==> src/rtl/yutorina_id_stage.sv <==
// Yutorina ID stage: decodes the IF instruction, resolves operand hazards and branch redirects,
// and registers the EX control bundle. Define ID_FWD_EN to enable EX/MEM operand forwarding.
module yutorina_id_stage (
   input  logic        clk,
   input  logic        rst,
   input  logic        stall,
   input  logic        flush,
   input  logic [29:0] if_pc,
   input  logic [31:0] if_insn,
   input  logic        if_en_,
   output logic [4:0]  gpr_rd_addr_0,
   output logic [4:0]  gpr_rd_addr_1,
   input  logic [31:0] gpr_rd_data_0,
   input  logic [31:0] gpr_rd_data_1,
   input  logic        ex_en_,
   input  logic        ex_gpr_we_,
   input  logic        ex_is_load,
   input  logic [4:0]  ex_dst_addr,
   input  logic [31:0] ex_fwd_data,
   input  logic        mem_en_,
   input  logic        mem_gpr_we_,
   input  logic [4:0]  mem_dst_addr,
   input  logic [31:0] mem_fwd_data,
   output logic        hazard,
   output logic        br_taken,
   output logic [29:0] br_addr,
   output logic [29:0] id_pc,
   output logic        id_en_,
   output logic [3:0]  id_alu_op,
   output logic [31:0] id_alu_in_0,
   output logic [31:0] id_alu_in_1,
   output logic [1:0]  id_mem_op,
   output logic [31:0] id_mem_wr_data,
   output logic [4:0]  id_dst_addr,
   output logic        id_gpr_we_,
   output logic [1:0]  id_exp_code
);

   localparam logic [5:0] OpAddu  = 6'h00;
   localparam logic [5:0] OpAddui = 6'h01;
   localparam logic [5:0] OpSubu  = 6'h02;
   localparam logic [5:0] OpAnd   = 6'h03;
   localparam logic [5:0] OpOr    = 6'h04;
   localparam logic [5:0] OpXor   = 6'h05;
   localparam logic [5:0] OpLw    = 6'h06;
   localparam logic [5:0] OpSw    = 6'h07;
   localparam logic [5:0] OpBe    = 6'h08;
   localparam logic [5:0] OpBne   = 6'h09;
   localparam logic [5:0] OpJr    = 6'h0A;
   localparam logic [5:0] OpCall  = 6'h0B;
   localparam logic [5:0] OpTrap  = 6'h0C;

   localparam logic [3:0] AluNop  = 4'd0;
   localparam logic [3:0] AluAdd  = 4'd1;
   localparam logic [3:0] AluSub  = 4'd2;
   localparam logic [3:0] AluAnd  = 4'd3;
   localparam logic [3:0] AluOr   = 4'd4;
   localparam logic [3:0] AluXor  = 4'd5;
   localparam logic [3:0] AluPass = 4'd6;

   localparam logic [1:0] MemNop   = 2'd0;
   localparam logic [1:0] MemLoad  = 2'd1;
   localparam logic [1:0] MemStore = 2'd2;

   localparam logic [1:0] ExpNone  = 2'd0;
   localparam logic [1:0] ExpUndef = 2'd1;
   localparam logic [1:0] ExpTrap  = 2'd2;

   logic [5:0]  op;
   logic [4:0]  raAddr, rbAddr, rcAddr;
   logic [31:0] sext;
   logic        exHitA, exHitB, memHitA, memHitB;
   logic [31:0] raVal, rbVal;
   logic        useRa, useRb, brCond;
   logic [29:0] brTarget;
   logic [3:0]  decAluOp;
   logic [31:0] decIn0, decIn1;
   logic [1:0]  decMemOp, decExp;
   logic [4:0]  decDst;
   logic        decWe_;

   logic [29:0] pc_q, pc_d;
   logic        en_q, en_d;
   logic [3:0]  aluOp_q, aluOp_d;
   logic [31:0] aluIn0_q, aluIn0_d, aluIn1_q, aluIn1_d;
   logic [1:0]  memOp_q, memOp_d;
   logic [31:0] memWrData_q, memWrData_d;
   logic [4:0]  dst_q, dst_d;
   logic        gprWe_q, gprWe_d;
   logic [1:0]  expCode_q, expCode_d;

   assign op     = if_insn[31:26];
   assign raAddr = if_insn[25:21];
   assign rbAddr = if_insn[20:16];
   assign rcAddr = if_insn[15:11];
   assign sext   = {{16{if_insn[15]}}, if_insn[15:0]};

   assign gpr_rd_addr_0 = raAddr;
   assign gpr_rd_addr_1 = rbAddr;

   assign exHitA  = !ex_en_ && !ex_gpr_we_ && (ex_dst_addr == raAddr);
   assign exHitB  = !ex_en_ && !ex_gpr_we_ && (ex_dst_addr == rbAddr);
   assign memHitA = !mem_en_ && !mem_gpr_we_ && (mem_dst_addr == raAddr);
   assign memHitB = !mem_en_ && !mem_gpr_we_ && (mem_dst_addr == rbAddr);

`ifdef ID_FWD_EN
   // With forwarding only a load still in EX cannot supply its value in time.
   assign raVal  = exHitA ? ex_fwd_data : (memHitA ? mem_fwd_data : gpr_rd_data_0);
   assign rbVal  = exHitB ? ex_fwd_data : (memHitB ? mem_fwd_data : gpr_rd_data_1);
   assign hazard = ex_is_load && ((useRa && exHitA) || (useRb && exHitB));
`else
   logic unusedFwd;
   assign unusedFwd = ^{ex_fwd_data, mem_fwd_data, ex_is_load};
   assign raVal  = gpr_rd_data_0;
   assign rbVal  = gpr_rd_data_1;
   assign hazard = (useRa && (exHitA || memHitA)) || (useRb && (exHitB || memHitB));
`endif

   assign br_taken = brCond && !if_en_ && !hazard;
   assign br_addr  = brTarget;

   // Opcode decode: source usage, branch condition/target and the EX bundle fields.
   always_comb begin
      useRa    = 1'b1;
      useRb    = 1'b0;
      brCond   = 1'b0;
      brTarget = if_pc + sext[29:0];
      decAluOp = AluNop;
      decIn0   = raVal;
      decIn1   = rbVal;
      decMemOp = MemNop;
      decDst   = rcAddr;
      decWe_   = 1'b1;
      decExp   = ExpNone;
      case (op)
         OpAddu, OpSubu, OpAnd, OpOr, OpXor: begin
            useRb  = 1'b1;
            decWe_ = 1'b0;
            case (op)
               OpAddu:  decAluOp = AluAdd;
               OpSubu:  decAluOp = AluSub;
               OpAnd:   decAluOp = AluAnd;
               OpOr:    decAluOp = AluOr;
               default: decAluOp = AluXor;
            endcase
         end
         OpAddui, OpLw: begin
            decAluOp = AluAdd;
            decIn1   = sext;
            decDst   = rbAddr;
            decWe_   = 1'b0;
            decMemOp = (op == OpLw) ? MemLoad : MemNop;
         end
         OpSw: begin
            useRb    = 1'b1;
            decAluOp = AluAdd;
            decIn1   = sext;
            decMemOp = MemStore;
         end
         OpBe: begin
            useRb  = 1'b1;
            brCond = (raVal == rbVal);
         end
         OpBne: begin
            useRb  = 1'b1;
            brCond = (raVal != rbVal);
         end
         OpJr: begin
            brCond   = 1'b1;
            brTarget = raVal[31:2];
         end
         OpCall: begin
            brCond   = 1'b1;
            brTarget = raVal[31:2];
            decAluOp = AluPass;
            decIn0   = {if_pc, 2'b00};
            decDst   = 5'd31;
            decWe_   = 1'b0;
         end
         OpTrap: begin
            useRa  = 1'b0;
            decExp = ExpTrap;
         end
         default: begin
            useRa  = 1'b0;
            decExp = ExpUndef;
         end
      endcase
   end

   // Stall holds everything; a bubble still tracks the PC so EX sees a coherent address.
   always_comb begin
      pc_d        = pc_q;
      en_d        = en_q;
      aluOp_d     = aluOp_q;
      aluIn0_d    = aluIn0_q;
      aluIn1_d    = aluIn1_q;
      memOp_d     = memOp_q;
      memWrData_d = memWrData_q;
      dst_d       = dst_q;
      gprWe_d     = gprWe_q;
      expCode_d   = expCode_q;
      if (!stall) begin
         pc_d        = if_pc;
         aluIn0_d    = decIn0;
         aluIn1_d    = decIn1;
         memWrData_d = rbVal;
         dst_d       = decDst;
         if (flush || hazard) begin
            en_d      = 1'b1;
            gprWe_d   = 1'b1;
            memOp_d   = MemNop;
            expCode_d = ExpNone;
            aluOp_d   = AluNop;
         end else begin
            en_d      = if_en_;
            gprWe_d   = decWe_ || if_en_;
            memOp_d   = if_en_ ? MemNop : decMemOp;
            expCode_d = decExp;
            aluOp_d   = decAluOp;
         end
      end
   end

   always_ff @(posedge clk or negedge rst) begin
      if (!rst) begin
         pc_q        <= '0;
         en_q        <= 1'b1;
         aluOp_q     <= AluNop;
         aluIn0_q    <= '0;
         aluIn1_q    <= '0;
         memOp_q     <= MemNop;
         memWrData_q <= '0;
         dst_q       <= '0;
         gprWe_q     <= 1'b1;
         expCode_q   <= ExpNone;
      end else begin
         pc_q        <= pc_d;
         en_q        <= en_d;
         aluOp_q     <= aluOp_d;
         aluIn0_q    <= aluIn0_d;
         aluIn1_q    <= aluIn1_d;
         memOp_q     <= memOp_d;
         memWrData_q <= memWrData_d;
         dst_q       <= dst_d;
         gprWe_q     <= gprWe_d;
         expCode_q   <= expCode_d;
      end
   end

   assign id_pc          = pc_q;
   assign id_en_         = en_q;
   assign id_alu_op      = aluOp_q;
   assign id_alu_in_0    = aluIn0_q;
   assign id_alu_in_1    = aluIn1_q;
   assign id_mem_op      = memOp_q;
   assign id_mem_wr_data = memWrData_q;
   assign id_dst_addr    = dst_q;
   assign id_gpr_we_     = gprWe_q;
   assign id_exp_code    = expCode_q;

endmodule
==> config.mk <==
export PLATFORM = sky130hd
export DESIGN_NAME = yutorina_id_stage
export DESIGN_NICKNAME = d
export VERILOG_FILES = /design/src/rtl/yutorina_id_stage.sv
export SDC_FILE = /design/constraint.sdc
export NUM_CORES = 1
export LEC_CHECK = 0
export ABC_AREA = 1
export CORE_ASPECT_RATIO = 0.8
export CORE_MARGIN = 1.5
export CORE_UTILIZATION = 30
export CTS_CLUSTER_SIZE = 8
export DETAILED_ROUTE_END_ITERATION = 8
export GPL_TIMING_DRIVEN = 0
export PLACE_DENSITY = 0.59
export SLEW_MARGIN = 40
export SYNTH_ARGS = -nofsm -noshare
export SYNTH_HDL_FRONTEND = slang
export SYNTH_SLANG_ARGS = --single-unit
export TNS_END_PERCENT = 1
==> constraint.sdc <==
create_clock -name clk -period 7.15 [get_ports clk]
set_input_delay 1.7875 -clock clk [delete_from_list [all_inputs] [get_ports clk]]
set_output_delay 1.7875 -clock clk [all_outputs]
set_load 0.03 [all_outputs]
# Word-level counts from Yosys, hierarchy flattened
# Cells that the tools add are included.
[classes]
add_sub_neg = 1
n_eq_ne = 18
muxes = 19
n_reduce_logical = 29
[op_table]
columns = ["op", "count"]
rows = [
  ["32-bit two-way mux", 2],
  ["32-bit == test", 1],
  ["32-bit inequality test", 1],
  ["30-bit adder", 1],
  ["6-bit by 4-bit == test with 1-bit output (second input constant)", 5],
  ["30-bit two-way mux", 1],
  ["6-bit by 3-bit == test with 1-bit output (second input constant)", 4],
  ["5-bit == test", 4],
  ["8-bit OR reduction", 2],
  ["6-bit by 2-bit == test with 1-bit output (second input constant)", 2],
  ["3-bit one-hot mux with 4 select lines", 1],
  ["12-bit OR reduction", 1],
  ["1-bit logical AND", 10],
  ["5-bit one-hot mux with 2 select lines", 1],
  ["3-bit one-hot mux with 3 select lines", 1],
  ["2-bit one-hot mux with 2 select lines", 2],
  ["6-bit by 1-bit == test with 1-bit output (second input constant)", 1],
  ["1-bit logical NOT", 6],
  ["6-bit logical NOT", 1],
  ["1-bit two-way mux", 6],
  ["2-bit two-way mux", 3],
  ["1-bit logical OR", 5],
  ["5-bit OR reduction", 1],
  ["4-bit two-way mux", 1],
  ["other kinds (3)", 4],
]
[totals]
ff_bits = 141
inputBits = 210
out_inout_bits = 183
wordCells = 77

# Longest topological paths before layout
# Gate-level depths: netlist (run 1).
[logic_depth]
depth_word = 8
mapped_depth = 12
ltp_nobuf = 12

# Worst setup path before layout (run 1)
# Ideal clock, no wire load.
[synth_path]
kind = "input to output"
from = "input port if_pc[0]"
to = "output port br_addr[12]"
t_arrival_ps = 3676
required_ps = 5362
slack_ps = 1687
cell_stages = 8
path_buffers = 0
cell_sequence = "ha_1 fa_1 nand3_1 nand3_1 nand3_1 nand3_1 xnor2_1 o21ai_0"
[synth_between]
elab_chain_cells = 2
[synth_lines]
columns = ["item", "line", "source"]
rows = [
  ["start, declared", "8", "input logic [29:0] if_pc,"],
  ["30-bit adder", "127", "brTarget = if_pc + sext[29:0];"],
  ["30-bit two-way mux", "135", "case (op)"],
  ["end, declared", "26", "output logic [29:0] br_addr,"],
]
# No other way between the ends.

# Final worst setup path (run 1)
[layout_path]
from = "input port if_pc[0]"
to = "output port br_addr[14]"
# Same word-level chain as after synthesis.

==> reports/results.ini, run 1 <==
[pwr]
power.leakage_nw=6.69
irDropWorstVdd_mv=0.128
power.density_nw_per_um2=205

[global_route]
globalRouteTotalUtil=0.259
grt_pass1_vias=10100
antenna_found_initial=1
grt_overflow=0
grt_max_degree=59
grt_pass1_wl_um=62500

[placed_design]
dpl_cell_area_um2=13200
post-place-ws_ns=0.418
place.gp.congestion=0.948
place_hpwl_um=34600
io_buffers=325

[synth]
syn_avg_cell_area_um2=6.71
syn_nets=1635
synth_top_cell_by_area=dfrtp_1
synth_cell_types=37
ys_warn_count=0
yosys-top-cells-area=dfrtp_1 37%, nand2_1 21%, inv_1 6.3%
synth_area_um2=9360
ys_ff_latch=140
ys_seq_area_frac=0.375
synth.top_cell.area_share=0.369
syn_inst=1395

[die]
coreArea_um2=30500
std_cell_rows=57
design.die.area_um2=32300
pin_count=393
die_x_um=200
die_h_um=161
start_util=0.307

[timing]
setup_viol=0
fmax_mhz=148
hold_viol_final=0
max-slew-margin-rel=0.502
clock_skew_ns=0
min_period_over_period=0.944
whs_ns=0.473
fin_crit_ns=6.75
rsz0062_at_grt=no
drv_slew=0
tightest_slew_ns=0.747
setup_slack_ns=0.404

[clocking]
root_buffer=clkbuf_16
cts.clk_slew.worst_paths_ns=0.06
cts_buffers=17
clock_latency_ns=0.44
cts.repair.resized=0
clock_path_buffers=2
cts_setup_buffers=0
cts_num_sinks=140
ctsHtreeMaxLevel=4
tritoncts=yes
ctsHoldBuffers=0

[finish]
area_growth_pct=47.1
fin_nets=1981
final_util=0.451
n_fill_cell=3176
drive_gt1_frac=0.0570
multi_input_area_um2=4910
design_area_um2=13800
seqCellArea_um2=3510

[outcome]
status=finished clean

[setup_path]
crit_chain=clkdlybuf4s50_1, ha_1, fa_1, nand3_1, nand3_1, nand2_1, nand2_1, nand2_1, nand3_1, a31oi_1, clkdlybuf4s50_1
arrival_ns=4.96
cp_max_fo=4
crit_required_ns=5.36
r2r_start=id_gpr_we_
crit_path_top_delay_cell=clkdlybuf4s50_1
end_kind=output pin
start_kind=input pin
setup.worst_path.start=if_pc[0]
critical_path.max_stage_delay_ns=0.74
crit_type=input pin to output pin

[routing]
ant_nets=0
wl_um=41500
wl_per_cell_um=19.2
drc=0
drtPass1Iterations=7
via_per_inst=4.73
num_vias=10200
drt_iter0_markers=627

[run]
maxCapViolCount=0

[min_path]
min_from=id_en_
hold_class=register to register

-- through the flow --
step           instances  TNS (ns)  power, mW
3_5_place_dp        2135         0       1.92
6_report            2168         0       2.82
5_1_grt             2168         0       2.95
4_1_cts             2167         0       2.84
3_3_place_gp        2133   -248.46       1.92
2_1_floorplan       1395         0       1.44
-- placed cells by master (no fill, tap or decap), drive strengths merged, types with 3 or more instances in the layout --
cell type / count
nand4: 6
nor3: 5
o211ai: 17
nand2: 526
o21bai: 3
buf: 42
dfrtp: 138
o22ai: 5
ha: 29
nand3: 69
o21ai: 118
nor2: 153
clkinv: 5
clkdlybuf4s50: 323
clkbuf: 37
xnor2: 44
a21oi: 50
inv: 170
-- worst paths after layout --
kind | endpoint | cells past startpoint | slack [ns]
min in group asynchronous | id_mem_wr_data[29] | 1 | 1.20
min reg2reg | id_en_ | 2 | 0.47
max reg2reg | id_gpr_we_ | 2 | 6.40
max | br_addr[14] | 11 | 0.40
max in group asynchronous | id_alu_in_0[11] | 3 | 5.04
min | id_en_ | 2 | 0.47
-- where the power goes --
| group | leakage, nW | switching (mW) | internal, mW |
|---|---|---|---|
| sequential | 1.69 | 0.0450 | 0.864 |
| clock | 0.283 | 0.418 | 0.493 |
| combinational | 4.72 | 0.606 | 0.394 |
-- sequential cells by signal, indices dropped and copies added, names as in the netlist --
name / count
id_alu_in_0: 32
id_alu_in_1: 32
id_mem_wr_data: 32
id_pc: 30
id_dst_addr: 5
id_alu_op: 3
id_exp_code: 2
id_mem_op: 2
id_en_: 1
id_gpr_we_: 1
-- synthesized netlist by cell type (all sizes together) --
| cell | number |
|---|---|
| xnor2 | 44 |
| a21o | 1 |
| a21oi | 50 |
| nand3 | 69 |
| and2 | 2 |
| inv | 163 |
| nand2 | 526 |
| nand3b | 2 |
| conb | 1 |
| nand4 | 6 |
| buf | 38 |
| a31oi | 2 |
| nor2 | 153 |
| nor3 | 5 |
| o211ai | 17 |
| clkbuf | 20 |
| dfstp | 2 |
| o22ai | 5 |
| dfrtp | 138 |
| o21ai | 118 |
| ha | 29 |
| fa | 1 |
| o21bai | 3 |
-- routing by layer --
metal / up-vias / GRT usage / routed length, µm
met5: - / 0 / 0
met4: 0 / 0.0584 / 766
met3: 43 / 0.0458 / 2220
met2: 336 / 0.418 / 18900
met1: 4799 / 0.362 / 19700
li1: 5070 / - / -
-- critical path, delay by kind of cell --
kind            cells  cell delay (ns)
simple gates        6             0.71
buf+inv             2             1.27
compound gates      1             0.33
fa+ha+maj           2             0.85
-- final cells by class --
class	instances	area share
antenna	1	0.000182
buffer	58	0.0235
clock buffer	17	0.0309
clock inverter	15	0.0114
inverter	163	0.0448
multi-input combinational	1034	0.357
sequential	140	0.255
tap	413	0.0375
timing repair buffer	327	0.240
-- cells by family (layout without fill, tap and decap cells) --
kind of cell | count (synthesis) | after routing | share of synthesized area
fa+ha+maj | 30 | 30 | 0.0409
simple gates | 763 | 763 | 0.326
xor+xnor | 44 | 44 | 0.0412
flops | 140 | 140 | 0.375
buf+inv | 221 | 580 | 0.101
other cells | 1 | 2 | 0.000401
compound gates | 196 | 196 | 0.117
No activity file was read; power rests on OpenSTA's default activity.
==> inputs of run 2 (changes only) <==
--- a/config.mk
+++ b/config.mk
@@ -6,6 +6,7 @@
 export NUM_CORES = 1
 export LEC_CHECK = 0
 export ABC_AREA = 1
+export CAP_MARGIN = 5
 export CORE_ASPECT_RATIO = 0.8
 export CORE_MARGIN = 1.5
 export CORE_UTILIZATION = 30
@@ -13,6 +14,7 @@
 export DETAILED_ROUTE_END_ITERATION = 8
 export GPL_TIMING_DRIVEN = 0
 export PLACE_DENSITY = 0.59
+export RECOVER_POWER = 50
 export SLEW_MARGIN = 40
 export SYNTH_ARGS = -nofsm -noshare
 export SYNTH_HDL_FRONTEND = slang
==> reports/results.ini, run 2 (synthesized netlist as in run 1, its figures left out) <==
[global_route]
grt_pass1_vias=10100  ; unchanged
grt_pass1_wl_um=62500  ; unchanged
grt_max_degree=59  ; unchanged
grt_overflow=0  ; unchanged
antenna_found_initial=1  ; unchanged
globalRouteTotalUtil=0.259  ; unchanged

[finish]
multi_input_area_um2=4880  ; -0.61%
fin_nets=1981  ; unchanged
drive_gt1_frac=0.0485  ; -0.00855
n_fill_cell=3195  ; +0.60%
seqCellArea_um2=3510  ; unchanged
final_cell_mix=522 x nand2_1, 322 x clkdlybuf4s50_1, 157 x inv_1
area_growth_pct=46.1
final_common_cell=nand2_1
final-instance-count-excl-fill=2168  ; unchanged

[setup_path]
start_kind=input pin
crit_type=input pin to output pin
cp.buffers_inverters=2  ; unchanged
r2r_start=id_gpr_we_
r2r_cells=2  ; unchanged
cp_max_fo=4  ; unchanged
crit_chain=clkdlybuf4s50_1, ha_1, fa_1, nand3_1, nand3_1, nand2_1, nand2_1, nand2_1, nand3_1, a31oi_1, clkdlybuf4s50_1
crit_required_ns=5.36  ; about the same
reg2reg_to=id_gpr_we_
end_kind=output pin
r2r_slack_ns=6.40  ; about the same
arrival_ns=4.95  ; about the same
critical_path.max_stage_delay_ns=0.74  ; about the same
cp_top_family=buffers and inverters
crit_path_top_delay_cell=clkdlybuf4s50_1

[pwr]
power.density_nw_per_um2=206  ; +0.47%
power.leakage_nw=6.64  ; -0.75%
irDropWorstVdd_mv=0.128  ; +0.16%

[timing]
rsz0062_at_grt=no
fin_crit_ns=6.73  ; -0.0120 ns
fmax_mhz=148  ; +0.18%
min_period_over_period=0.942  ; -0.00168
clock_skew_ns=0  ; unchanged
hold_viol_final=0  ; unchanged
max-slew-margin-rel=-1.08  ; -1.58
setup_viol=0  ; unchanged
whs_ns=0.472  ; -0.000197 ns
tightest_slew_ns=3.12  ; +2.37 ns
drv_slew=85  ; +85

[placed_design]
io_buffers=325  ; unchanged
place_hpwl_um=34600  ; unchanged
dp_cells=2135  ; unchanged
place.gp.congestion=0.948  ; unchanged

[clocking]
cts_num_sinks=140  ; unchanged
root_buffer=clkbuf_16
clock_latency_ns=0.43  ; about the same
tritoncts=yes
cts.repair.resized=0  ; unchanged
clock_path_buffers=2  ; unchanged
cts.clk_slew.worst_paths_ns=0.06  ; about the same
ctsHtreeMaxLevel=4  ; unchanged
cts_setup_buffers=0  ; unchanged
ctsHoldBuffers=0  ; unchanged
cts_buffers=17  ; unchanged

[routing]
drt_iter0_markers=665  ; +6.1%
via_per_inst=4.74  ; +0.27%
wl_per_cell_um=19.2  ; +0.11%
drtPass1Iterations=6  ; -1
wl_um=41600  ; +0.11%
drc=0  ; unchanged
ant_nets=0  ; unchanged
num_vias=10300  ; +0.27%

[die]
std_cell_rows=57  ; unchanged
die_x_um=200  ; unchanged
start_util=0.307  ; unchanged
design.die.area_um2=32300  ; unchanged
pin_count=393  ; unchanged
coreArea_um2=30500  ; unchanged
die_h_um=161  ; unchanged

[run]
maxCapViolCount=2  ; +2

[min_path]
hold_class=register to register
min_from=id_en_
hold_end=id_en_
min_path_cells=2  ; unchanged

[outcome]
status=finished with violations
violations=max-capacitance violations, max-slew violations

run 2: stage by stage:
| stage | cell area (µm²) | total power, mW | worst slack (ns) | setup TNS [ns] | util |
|---|---|---|---|---|---|
| global route | 13700 | 2.95 | 0.216 | 0 | 0.448 |
| global placement | 13100 | 1.92 | -1.82 | -248.46 | 0.430 |
| detailed placement | 13200 | 1.92 | 0.418 | 0 | 0.432 |
| finish | 13700 | 2.81 | 0.416 | 0 | 0.448 |
| floorplan | 9360 | 1.44 | 1.69 | 0 | - |
| CTS | 13800 | 2.84 | 0.400 | 0 | 0.451 |
run 2: report_power, final:
group	switching (mW)	internal, mW
clock network	0.416	0.493
registers	0.0449	0.864
logic	0.605	0.391
total	1.07	1.75
run 2: how the worst max path moves through the flow:
stage | slack, ns | startpoint | to | cells past startpoint
floorplan | 1.69 | if_pc[0] | br_addr[12] | 8
global placement | -1.82 | rst | id_pc[6] | 1
detailed placement | 0.42 | if_pc[0] | br_addr[28] | 13
CTS | 0.40 | if_pc[0] | br_addr[14] | 11
global route | 0.22 | if_pc[0] | br_addr[28] | 13
finish | 0.42 | if_pc[0] | br_addr[14] | 11
run 2: layout make-up:
type | count | share of cell area
clock buffers | 17 | 0.0311
inverters | 163 | 0.0448
multi-input cells | 1034 | 0.357
diodes | 1 | 0.000183
flip-flops and latches | 140 | 0.256
well taps | 413 | 0.0378
clock inverters | 15 | 0.0115
repair buffers | 327 | 0.239
plain buffers | 58 | 0.0220
run 2: tightest hold or removal path, stage by stage (launching register included):
cell and delay (ns):
dfstp_2 0.37, nand2_1 0.06, nand2_1 0.05
run 2: layer usage:
layer  routed length (µm)  global-route usage  vias up
li1                     -                   -     5065
met1                19700               0.362     4857
met2                18900               0.418      312
met3                 2240              0.0458       42
met4                  733              0.0584        0
met5                    0                   0        -
